File: config.mk
export PLATFORM = sky130hd
export DESIGN_NAME = pe2_issue_ctrl
export DESIGN_NICKNAME = d
export VERILOG_FILES = /design/src/rtl/pe2_issue_ctrl.sv
export SDC_FILE = /design/constraint.sdc
export NUM_CORES = 1
export LEC_CHECK = 0
export ABC_CLOCK_PERIOD_IN_PS = 5900
export BUFFER_PORTS_ARGS = -buffer_cell sky130_fd_sc_hd__buf_2
export CAP_MARGIN = 20
export CORE_MARGIN = 2
export CORE_UTILIZATION = 45
export CTS_CLUSTER_SIZE = 40
export DETAILED_ROUTE_END_ITERATION = 7
export PLACE_DENSITY = 0.78
export SETUP_SLACK_MARGIN = 0.1
export SYNTH_ARGS = -nofsm -noshare
export SYNTH_HDL_FRONTEND = slang
export SYNTH_SLANG_ARGS = --single-unit
File: constraint.sdc
create_clock -name clk -period 5.9 [get_ports clk]
set_input_delay 1.18 -clock clk [delete_from_list [all_inputs] [get_ports clk]]
set_output_delay 1.18 -clock clk [all_outputs]
set_load 0.03 [all_outputs]
File: src/rtl/pe2_issue_ctrl.sv
// Operand-issue front end for pe2.
// Accepts operand bundles over a valid/ready stream, drives the pe2 input
// port one cycle later, tracks in-flight U/V and Karatsuba-M results from the
// pe2 return valids, and applies credit back-pressure. A request for a new
// mode while results are outstanding drains the pipeline first, so pe2 never
// holds beats of two different modes.
//
// Mode encoding on s_mode_i / ctrl_o (2 bits):
//   0 = NTT, 1 = INTT, 2 = CWM (Karatsuba, produces M results), 3 = ADDSUB
module pe2_issue_ctrl #(
  parameter int COEFF_W      = 12,
  parameter int MAX_INFLIGHT = 8,
  parameter int CNT_W        = $clog2(MAX_INFLIGHT + 1)
) (
  input  logic               clk,
  input  logic               rst_n,
  // upstream bundle stream
  input  logic               s_valid_i,
  output logic               s_ready_o,
  input  logic [COEFF_W-1:0] s_a_i,
  input  logic [COEFF_W-1:0] s_b_i,
  input  logic [COEFF_W-1:0] s_w1_i,
  input  logic [COEFF_W-1:0] s_w2_i,
  input  logic [1:0]         s_mode_i,
  // pe2 input port
  output logic [COEFF_W-1:0] a2_o,
  output logic [COEFF_W-1:0] b2_o,
  output logic [COEFF_W-1:0] w1_o,
  output logic [COEFF_W-1:0] w2_o,
  output logic [1:0]         ctrl_o,
  output logic               valid_o,
  // pe2 result retire strobes
  input  logic               pe_valid_i,
  input  logic               pe_valid_m_i,
  // status
  output logic [CNT_W-1:0]   uv_inflight_o,
  output logic [CNT_W-1:0]   m_inflight_o,
  output logic               idle_o,
  output logic               err_o
);

  localparam logic [1:0] PE_MODE_NTT    = 2'd0;
  localparam logic [1:0] PE_MODE_INTT   = 2'd1;
  localparam logic [1:0] PE_MODE_CWM    = 2'd2;
  localparam logic [1:0] PE_MODE_ADDSUB = 2'd3;

  localparam logic [CNT_W-1:0] MAX_CNT = CNT_W'(MAX_INFLIGHT);

  typedef enum logic {
    ST_RUN   = 1'b0,
    ST_DRAIN = 1'b1
  } state_e;

  state_e             state_q;
  state_e             state_n;
  logic [1:0]         cur_mode;
  logic [CNT_W-1:0]   uv_cnt;
  logic [CNT_W-1:0]   m_cnt;
  logic               err_q;

  logic               cnt_zero;
  logic               pipe_empty;
  logic               mode_match;
  logic               uv_full;
  logic               m_full;
  logic               issue;
  logic               issue_m;

  // Counter update: an issue and a retire in the same cycle cancel out; a
  // retire against an empty counter leaves it at zero (flagged separately).
  function automatic logic [CNT_W-1:0] next_count(input logic [CNT_W-1:0] cnt,
                                                  input logic             inc,
                                                  input logic             ret);
    logic [CNT_W-1:0] res;
    res = cnt;
    if (inc && !ret) begin
      res = cnt + CNT_W'(1);
    end else if (!inc && ret && (cnt != '0)) begin
      res = cnt - CNT_W'(1);
    end
    return res;
  endfunction

  // Status terms derived from registered state only (except mode_match).
  assign cnt_zero   = (uv_cnt == '0) && (m_cnt == '0);
  assign pipe_empty = cnt_zero && !valid_o;
  assign mode_match = (s_mode_i == cur_mode);
  assign uv_full    = (uv_cnt >= MAX_CNT);
  assign m_full     = (m_cnt >= MAX_CNT);
  assign issue      = s_valid_i && s_ready_o;
  assign issue_m    = issue && (s_mode_i == PE_MODE_CWM);

  // FSM state register.
  always_ff @(posedge clk or negedge rst_n) begin
    if (!rst_n) begin
      state_q <= ST_RUN;
    end else begin
      state_q <= state_n;
    end
  end

  // Next state and upstream ready: a mode change with work outstanding
  // parks the bundle and drains; an empty pipeline switches mode in place.
  always_comb begin
    state_n   = state_q;
    s_ready_o = 1'b0;
    case (state_q)
      ST_RUN: begin
        s_ready_o = rst_n && !uv_full && !m_full && (mode_match || pipe_empty);
        if (s_valid_i && !mode_match && !pipe_empty) begin
          state_n = ST_DRAIN;
        end
      end
      ST_DRAIN: begin
        if (cnt_zero) begin
          state_n = ST_RUN;
        end
      end
      default: begin
        state_n = ST_RUN;
      end
    endcase
  end

  // ---- stage p0 -> pe2 port: register accepted bundle for exactly one cycle
  // Issue register: data is zeroed on idle cycles, mode register holds.
  always_ff @(posedge clk or negedge rst_n) begin
    if (!rst_n) begin
      valid_o  <= 1'b0;
      a2_o     <= '0;
      b2_o     <= '0;
      w1_o     <= '0;
      w2_o     <= '0;
      cur_mode <= PE_MODE_NTT;
    end else begin
      valid_o <= issue;
      if (issue) begin
        a2_o     <= s_a_i;
        b2_o     <= s_b_i;
        w1_o     <= s_w1_i;
        w2_o     <= s_w2_i;
        cur_mode <= s_mode_i;
      end else begin
        a2_o <= '0;
        b2_o <= '0;
        w1_o <= '0;
        w2_o <= '0;
      end
    end
  end

  // In-flight credit counters for U/V and M results.
  always_ff @(posedge clk or negedge rst_n) begin
    if (!rst_n) begin
      uv_cnt <= '0;
      m_cnt  <= '0;
    end else begin
      uv_cnt <= next_count(uv_cnt, issue, pe_valid_i);
      m_cnt  <= next_count(m_cnt, issue_m, pe_valid_m_i);
    end
  end

  // Sticky error on a retire strobe with nothing outstanding.
  always_ff @(posedge clk or negedge rst_n) begin
    if (!rst_n) begin
      err_q <= 1'b0;
    end else if ((pe_valid_i && (uv_cnt == '0)) || (pe_valid_m_i && (m_cnt == '0))) begin
      err_q <= 1'b1;
    end
  end

  assign ctrl_o        = cur_mode;
  assign uv_inflight_o = uv_cnt;
  assign m_inflight_o  = m_cnt;
  assign idle_o        = pipe_empty;
  assign err_o         = err_q;

endmodule

==> metrics.txt, run 1 <==
Net Count, Synth=248; flops & latches, synth=61; synth cell count leaders=dfrtp_1, and2_1, nand2_1; row cnt=26; max cap viols=0; Hold Fails Final Rpt=0; final WL=5520 um; Min Clock Period, post-route=3570 ps; # nets final=370; CTS tree=built; post-synthesis sequential area ratio=63.0%; PD cells=353 nW/um2; HPWL Detailed=4020 um; Boundary Pins=117; DRC Markers=0; CTS resizes=0; worst-path maximum fanout=59; Die ar.=5990 um2; largest cells by area after synthesis=dfrtp_1, and2_1, ha_1, nand2_1, xnor2_1; largest net degree at the start of global routing=62; P_leak=1.81 nW; Initial Util=47.2%; syn_area_per_cell=13.0 um2; Die Wd=77.4 um; Compound-Gate Fraction of Synth Area=5.47%; number of synthesized flops with an enable pin=0; worst-case clock buffer depth=2; synth unique cells=37; CTS Hold Buffers Added=0; vias in the first global route=1934; status=completed; Final Cycle Share=60.4%; Post-Syn Area=2420 um2; clk root buf=clkbuf_8; Fin Setup TNS=0 ps; Post-Route Skew=7.72 ps; Reg clk slew, reported paths=70 ps; area leader, netlist=dfrtp_1; # H-tree levels=3; number of fill cells in the layout=426; n_diodes=0; Syn Inst Count=187; 1st-pass router iterations=4; unrepaired setup endpoints after global routing=no; FFs w/ async S/R, synth=100%; WP data required=6100 ps; total CTS buffers=9; clock net sink count=61; Top FF cell, synth=dfrtp_1; GRT Total Usage=19.5%; Least-Margin Pin Slew=741 ps; initial antenna violation count=0; final setup violating endpoints=0; largest family of logic cells by synthesized area=simple AND/OR/NAND/NOR gates; area share of xor/xnor cells in the synthesized design=3.25%; Die H=77.4 um; area delta synth->final=34.0%; share of cells above drive strength 1=44.6%; Synth top area share=63.0%; Worst EP arrival=3770 ps; Worst slew margin=50.6%; Vias/cell=4.83; Worst-Skew Late Latency=330 ps; DR WL/cell=14.4 um; Congestion Overflow GR=0; Placer Congestion=0.763; maximum VDD drop=0.000197 V; Crit. End Element=flop; mux share of post-synthesis cell area=1.29%; min-delay worst type=reg2reg; core area=5140 um2; crit path kind=in2reg; CP startpoint kind=primary input; Slew Viols, Final=0; buffer count from post-CTS setup fixing=0; Adder-Cell Fraction of Synth Area=3.72%; fmax=0.280 GHz; Syn. warnings=0; First DRT Iteration DRCs=135; most common cell in the synthesized netlist=dfrtp_1; Synth Area in Simple Gates=20.5%; Design Power=0.00115 W; DR vias=1855; first-pass GRT wire length=8870 um; Final ANT Viol Nets=0; # port buffers=116
metal layers:
metal  wire, um  global-route usage, %  vias to the layer above
met1       2040                   22.7                      878
met2       2690                   30.1                      103
li1           -                      -                      861
met5          0                      0                        -
met3        643                   10.1                       13
met4        138                   8.93                        0
registers in the layout, indices dropped and copies added (netlist names):
register       count
state_q            1
err_o              1
w2_o              12
b2_o              12
a2_o              12
w1_o              12
ctrl_o             2
m_inflight_o       4
valid_o            1
uv_inflight_o      4
critical path, stage by stage:
cell and delay (ps):
buf_2 120, xnor2_1 150, a32o_2 290, nand3_4 130, clkinv_2 490, nand2_1 350
ha_1 280, a21o_1 180, a21oi_1 190, nor4_1 60, o21bai_1 180, xor2_1 170
report_power, final:
part	switching, W	leakage, nW	internal, W
combinational	0.000161	0.890	0.000109
sequential	0.0000564	0.824	0.000450
clock	0.000164	0.0959	0.000207
total	0.000382	1.81	0.000767
kinds of logic after synthesis:
kind of cell | after synthesis
mux | 3
buf+inv | 10
xor+xnor | 9
simple gates | 79
fa+ha+maj | 6
flops | 61
compound gates | 19
cells in the final DEF (no fill, tap or decap), types with 2 or more instances in the layout:
master,n
buf_2,116
dfrtp_1,61
and2_1,49
nand2_1,13
clkbuf_8,10
a21oi_1,7
xnor2_1,5
xor2_1,4
ha_1,4
inv_1,3
nand3_1,3
or4_1,2
nor4b_2,2
nor4_2,2
clkinv_2,2
mux2i_1,2
a32oi_1,2
a21o_1,2
fa_1,2
clkinvlp_4,2
through the flow:
step,instances,area (um2),hold WS (ps),setup slack (ps),utilization [%]
after global placement,368,3050,466,2090,59.3
after global routing,384,3250,515,2100,63.2
after CTS,384,3250,491,2360,63.2
final,384,3250,486,2330,63.2
after floorplan,187,2420,548,2680,-
after detailed placement,368,3050,474,2010,59.3
path summary, 6_finish.rpt:
kind,depth (start not counted),slack (ps),endpoint,startpoint
max,12,2330,uv_inflight_o[3],s_mode_i[0]
min,1,490,err_o,err_o
max reg2reg,11,2470,uv_inflight_o[3],uv_inflight_o[3]
min reg2reg,1,490,err_o,err_o
max in group asynchronous,2,4380,a2_o[0],rst_n
min in group asynchronous,2,1040,b2_o[2],rst_n
area by class of cell:
| type | count | area, um2 | area share (%) |
|---|---|---|---|
| Sequential cell | 61 | 1530 | 47.0 |
| Clock buffer | 11 | 141 | 4.35 |
| Clock inverter | 5 | 58.8 | 1.81 |
| Multi-Input combinational cell | 116 | 831 | 25.6 |
| Inverter | 4 | 16.3 | 0.501 |
| Timing Repair Buffer | 117 | 588 | 18.1 |
| Tap cell | 70 | 87.6 | 2.70 |
No activity file was read; power rests on OpenSTA's default activity.
==> inputs of run 2 (changes only) <==
--- a/config.mk
+++ b/config.mk
@@ -5,7 +5,7 @@
 export SDC_FILE = /design/constraint.sdc
 export NUM_CORES = 1
 export LEC_CHECK = 0
-export ABC_CLOCK_PERIOD_IN_PS = 5900
+export ABC_CLOCK_PERIOD_IN_PS = 3300
 export BUFFER_PORTS_ARGS = -buffer_cell sky130_fd_sc_hd__buf_2
 export CAP_MARGIN = 20
 export CORE_MARGIN = 2
==> constraint.sdc (replaced) <==
create_clock -name clk -period 3.3 [get_ports clk]
set_input_delay 0.66 -clock clk [delete_from_list [all_inputs] [get_ports clk]]
set_output_delay 0.66 -clock clk [all_outputs]
set_load 0.03 [all_outputs]
==> run 2 against run 1 <==
Final cell count rose by 0.26%. Clock power rose by 52%. Total power rose by 71%.
==> metrics.txt, run 2 (synthesis gave the netlist of run 1 again) <==
Comb power frac=24.8%; Worst-Skew Late Latency=330 ps; Worst EP arrival=3030 ps; buffer count from post-CTS setup fixing=0; Design Power=0.00196 W; maximum VDD drop=0.000338 V; status=completed; worst-path maximum fanout=7; Sw Share=34.4%; Slew Viols, Final=0; worst-case clock buffer depth=2; slowest CP cell=nor4_2; PD cells=607 nW/um2; Final Cycle Share=85.9%; register area=1530 um2; commonest non-fill, non-tap cell in the layout=buf_2; R2R Setup Slk=470 ps; Worst slew margin=50.7%; # H-tree levels=3; max cap viols=0; row cnt=26; DR WL/cell=14.0 um; number of fill cells in the layout=428; vias in the first global route=1832; Vias/cell=4.74; CTS Hold Buffers Added=0; first-pass GRT wire length=8680 um; Boundary Pins=117; Crit path largest cell delay=500 ps; unrepaired setup endpoints after global routing=no; most frequent cells in the layout=buf_2, dfrtp_1, and2_1; Post-Route Skew=8.47 ps; # port buffers=116; P_leak=1.81 nW; Min Clock Period, post-route=2830 ps; fmax=0.353 GHz; Reg clk slew, reported paths=70 ps; Die Wd=77.4 um; min-delay worst type=reg2reg; GRT Total Usage=19.1%; 1st-pass router iterations=4; HPWL Detailed=3900 um; Initial Util=47.2%; fin area=3230 um2; core area=5140 um2; final WL=5390 um; Fin Setup TNS=0 ps; n_diodes=0; largest net degree at the start of global routing=62; area of the multi-input gates=831 um2; CTS resizes=0; Final ANT Viol Nets=0; cell area after placement=3060 um2; Hold Fails Final Rpt=0; worst path cell trace=nor4_2 > a32o_2 > nand3_4 > clkinv_2 > nand2_1 > ha_1 > a21o_1 > a21oi_1 > nor4_1 > o21bai_1 > xor2_1; CP startpoint kind=flop; area delta synth->final=33.2%; Clock power frac=28.7%; final setup violating endpoints=0; crit path kind=reg2reg; Placer Congestion=0.812; WP data required=3500 ps; switching pwr=0.000675 W; Least-Margin Pin Slew=739 ps; Congestion Overflow GR=0; DRC Markers=0; clock net sink count=61; P_int=0.00129 W; First DRT Iteration DRCs=46; share of cells above drive strength 1=45.1%; Die H=77.4 um; total CTS buffers=9; DR vias=1826; # nets final=372; Die ar.=5990 um2; clk root buf=clkbuf_8; Final Hold Slack=503 ps; share of power burned in registers=46.5%; Crit. End Element=flop; initial antenna violation count=0; CTS tree=built
-- run 2: cell count changes in the layout (fill, tap and decap cells not counted), sizes merged --
cell	change
bufinv	-1
clkinvlp	-1
buf	+2
inv	-1
clkbuf	-1
clkinv	+3
-- run 2: through the flow --
step / utilization (%) / setup WS (ps) / instances
4_1_cts: 62.8 / 489 / 385
6_report: 62.8 / 466 / 385
5_1_grt: 62.8 / 236 / 385
2_1_floorplan: - / 415 / 187
3_5_place_dp: 59.6 / 412 / 370
3_3_place_gp: 59.6 / 460 / 370
-- run 2: cell type report --
type / count / area share (%)
Inverter: 4 / 0.504
Timing Repair Buffer: 119 / 18.7
Clock inverter: 5 / 0.852
Tap cell: 70 / 2.71
Sequential cell: 61 / 47.3
Multi-Input combinational cell: 116 / 25.7
Clock buffer: 10 / 4.26
-- run 2: power groups by stage --
stage | sequential, W | combinational (W) | clock, W
6_report | 0.000911 | 0.000487 | 0.000563
4_1_cts | 0.000909 | 0.000491 | 0.000579
3_5_place_dp | 0.000922 | 0.000487 | 0
3_3_place_gp | 0.000918 | 0.000469 | 0
2_1_floorplan | 0.00101 | 0.000222 | 0
5_1_grt | 0.000922 | 0.000543 | 0.000611
-- run 2: worst max-delay path, delay by kind of cell, from the launching register on --
family	cells	cell delay (ps)
adders and majority gates	1	320
AOI/OAI and AO/OA	4	880
buffers and inverters	1	80
xor gates and xnor gates	1	160
DFF	1	460
and+or+nand+nor	4	800
-- run 2: layer usage --
layer  part of all wire [%]  up-vias  GRT usage (%)
met1                     39      849           22.4
met4                    2.0        0           8.75
met2                     47       97           29.3
li1                       -      867              -
met5                      0        -              0
met3                     11       13           9.77
-- run 2: path summary, 6_finish.rpt --
| check | start | end | depth (start not counted) |
|---|---|---|---|
| max | m_inflight_o[1] | uv_inflight_o[3] | 11 |
| min | err_o | err_o | 1 |
| max reg2reg | m_inflight_o[1] | uv_inflight_o[3] | 11 |
| min reg2reg | err_o | err_o | 1 |
| max in group asynchronous | rst_n | w1_o[0] | 2 |
| min in group asynchronous | rst_n | a2_o[8] | 2 |
==> inputs of run 3 (changes only) <==
--- a/config.mk
+++ b/config.mk
@@ -5,12 +5,13 @@
 export SDC_FILE = /design/constraint.sdc
 export NUM_CORES = 1
 export LEC_CHECK = 0
+export ABC_AREA = 1
 export ABC_CLOCK_PERIOD_IN_PS = 3300
 export BUFFER_PORTS_ARGS = -buffer_cell sky130_fd_sc_hd__buf_2
 export CAP_MARGIN = 20
 export CORE_MARGIN = 2
 export CORE_UTILIZATION = 45
-export CTS_CLUSTER_SIZE = 40
+export CTS_CLUSTER_SIZE = 28
 export DETAILED_ROUTE_END_ITERATION = 7
 export PLACE_DENSITY = 0.78
 export SETUP_SLACK_MARGIN = 0.1
==> run 3 against run 2 <==
Synthesized area about the same. Cell area increased by 3.0%. Critical path depth increased by 5. Clock power increased by 42%. Utilization increased by 1.9 points. Count of clock-buffer cells in the layout increased by 2. Combinational power increased by 18%. Non-clock buffer count decreased by 1. Hold slack got worse by 27 ps. Sequential share of layout area decreased by 1.4 points. Largest power group unchanged. Highest routed layer unchanged.
==> metrics.txt, run 3 <==
Comb power frac=25.2%; largest cells by area after synthesis=dfrtp_1, inv_1, nor2_1, nand2_1, ha_1; Congestion Overflow GR=0; Post-Route Skew=7.40 ps; Least-Margin Pin Slew=737 ps; Reg clk slew, reported paths=60 ps; Die Wd=77.4 um; Net Count, Synth=307; syn_area_per_cell=9.85 um2; PD cells=686 nW/um2; Design Power=0.00228 W; crit path kind=reg2reg; Top FF cell, synth=dfrtp_1; Hold Fails Final Rpt=0; # port buffers=116; cell count of the worst hold path=1; area of the multi-input gates=652 um2; Post-Syn Area=2420 um2; P_int=0.00155 W; max cap viols=0; status=completed; first-pass GRT wire length=8590 um; HPWL Detailed=3830 um; DR WL/cell=12.0 um; worst-case clock buffer depth=2; Die H=77.4 um; CTS tree=built; GRT Total Usage=19.0%; number of synthesized flops with an enable pin=0; Final ANT Viol Nets=0; Synth top area share=63.0%; Boundary Pins=117; fmax=0.390 GHz; Final Hold Slack=476 ps; number of fill cells in the layout=442; core area=5140 um2; unrepaired setup endpoints after global routing=no; Crit path largest cell delay=450 ps; Sw Share=32.0%; # H-tree levels=3; Slew Viols, Final=0; clk root buf=clkbuf_8; CTS Hold Buffers Added=0; switching pwr=0.000731 W; synth cell count leaders=dfrtp_1, inv_1, nor2_1; maximum VDD drop=0.000448 V; most common cell in the synthesized netlist=dfrtp_1; Worst slew margin=50.9%; WP data required=3570 ps; final setup violating endpoints=0; Min Clock Period, post-route=2560 ps; 1st-pass router iterations=4; Crit. End Element=flop; Fin Setup TNS=0 ps; share of cells above drive strength 1=38.7%; slowest CP cell=dfrtp_1; CTS resizes=0; row cnt=26; min-delay worst type=reg2reg; Syn. warnings=0; share of power burned in registers=39.9%; Placer Congestion=0.743; clock net sink count=61; flops & latches, synth=61; area delta synth->final=37.3%; DR vias=1939; register area=1530 um2; n_diodes=0; FFs w/ async S/R, synth=100%; Worst EP arrival=2830 ps; buffer count from post-CTS setup fixing=0; First DRT Iteration DRCs=75; Syn Inst Count=246; Initial Util=47.2%; commonest non-fill, non-tap cell in the layout=buf_2; P_leak=2.12 nW; final WL=5320 um; total CTS buffers=9; Clock power frac=34.9%; most frequent cells in the layout=buf_2, dfrtp_1, inv_1; Worst-Skew Late Latency=330 ps; worst-path maximum fanout=6; Worst Reg-to-Reg Cells=16; # nets final=431; post-synthesis sequential area ratio=63.0%; DRC Markers=0; CP startpoint kind=flop; Top cell by count, worst path=nand2_1; Final Cycle Share=77.6%; initial antenna violation count=0; synth unique cells=28; largest net degree at the start of global routing=62; Die ar.=5990 um2; Vias/cell=4.36; area leader, netlist=dfrtp_1; vias in the first global route=1994; worst path cell trace=nor2_1 > nand2_1 > nor2_2 > nand2_2 > nand2_4 > nand4_2 > clkinv_1 > nand2_2 > ha_1 > nand2_1 > nand2_1 > a31oi_1 > inv_1 > o21ai_0 > nand3_1 > nand2_1
[run 3: cell families (layout without fill, tap and decap cells)]
kind of cell / after synthesis / count (layout) / synth area share, %
and+or+nand+nor: 94 / 94 / 17.6
buffers and inverters: 65 / 194 / 10.1
DFF: 61 / 61 / 63.0
AOI/OAI and AO/OA: 14 / 14 / 3.46
adders and majority gates: 6 / 6 / 3.72
xor gates and xnor gates: 6 / 6 / 2.17
[run 3: area by class of cell]
type / count / share of cell area [%]
clock buffers: 12 / 4.36
clock inverters: 4 / 2.86
inverters: 60 / 6.77
multi-input cells: 120 / 19.6
flip-flops and latches: 61 / 45.9
well taps: 70 / 2.63
repair buffers: 118 / 17.9
[run 3: through the flow]
stage | utilization (%) | instances | setup slack (ps) | area, um2
after floorplan | - | 246 | 942 | 2420
after global placement | 60.1 | 429 | 788 | 3090
after detailed placement | 60.1 | 429 | 609 | 3090
after CTS | 64.7 | 445 | 732 | 3330
after global routing | 64.7 | 445 | 473 | 3330
final | 64.7 | 445 | 738 | 3330
[run 3: critical path, delay by kind of cell, from the launching register on]
family	cells	cell delay, ps
compound gates	2	430
buf+inv	2	160
fa+ha+maj	1	340
flops	1	450
simple gates	11	1120
[run 3: worst paths after layout]
kind	to	from	slack, ps
min	err_o	err_o	480
max reg2reg	m_inflight_o[3]	uv_inflight_o[0]	740
min in group asynchronous	w2_o[3]	rst_n	520
min reg2reg	err_o	err_o	480
max	m_inflight_o[3]	uv_inflight_o[0]	740
max in group asynchronous	ctrl_o[1]	rst_n	2300
[run 3: metal layers]
metal	wire length, um	vias up	GRT usage, %
met1	1960	904	19.5
met2	2800	69	33.0
met3	492	8	9.30
met5	0	-	0
li1	-	958	-
met4	67	0	7.68
[run 3: power groups by stage]
| stage | registers [W] | clock network (W) | logic [W] |
|---|---|---|---|
| 2_1_floorplan | 0.00104 | 0 | 0.000275 |
| 5_1_grt | 0.000926 | 0.000842 | 0.000633 |
| 3_5_place_dp | 0.000924 | 0 | 0.000570 |
| 4_1_cts | 0.000912 | 0.000808 | 0.000580 |
| 3_3_place_gp | 0.000921 | 0 | 0.000549 |
| 6_report | 0.000911 | 0.000798 | 0.000574 |
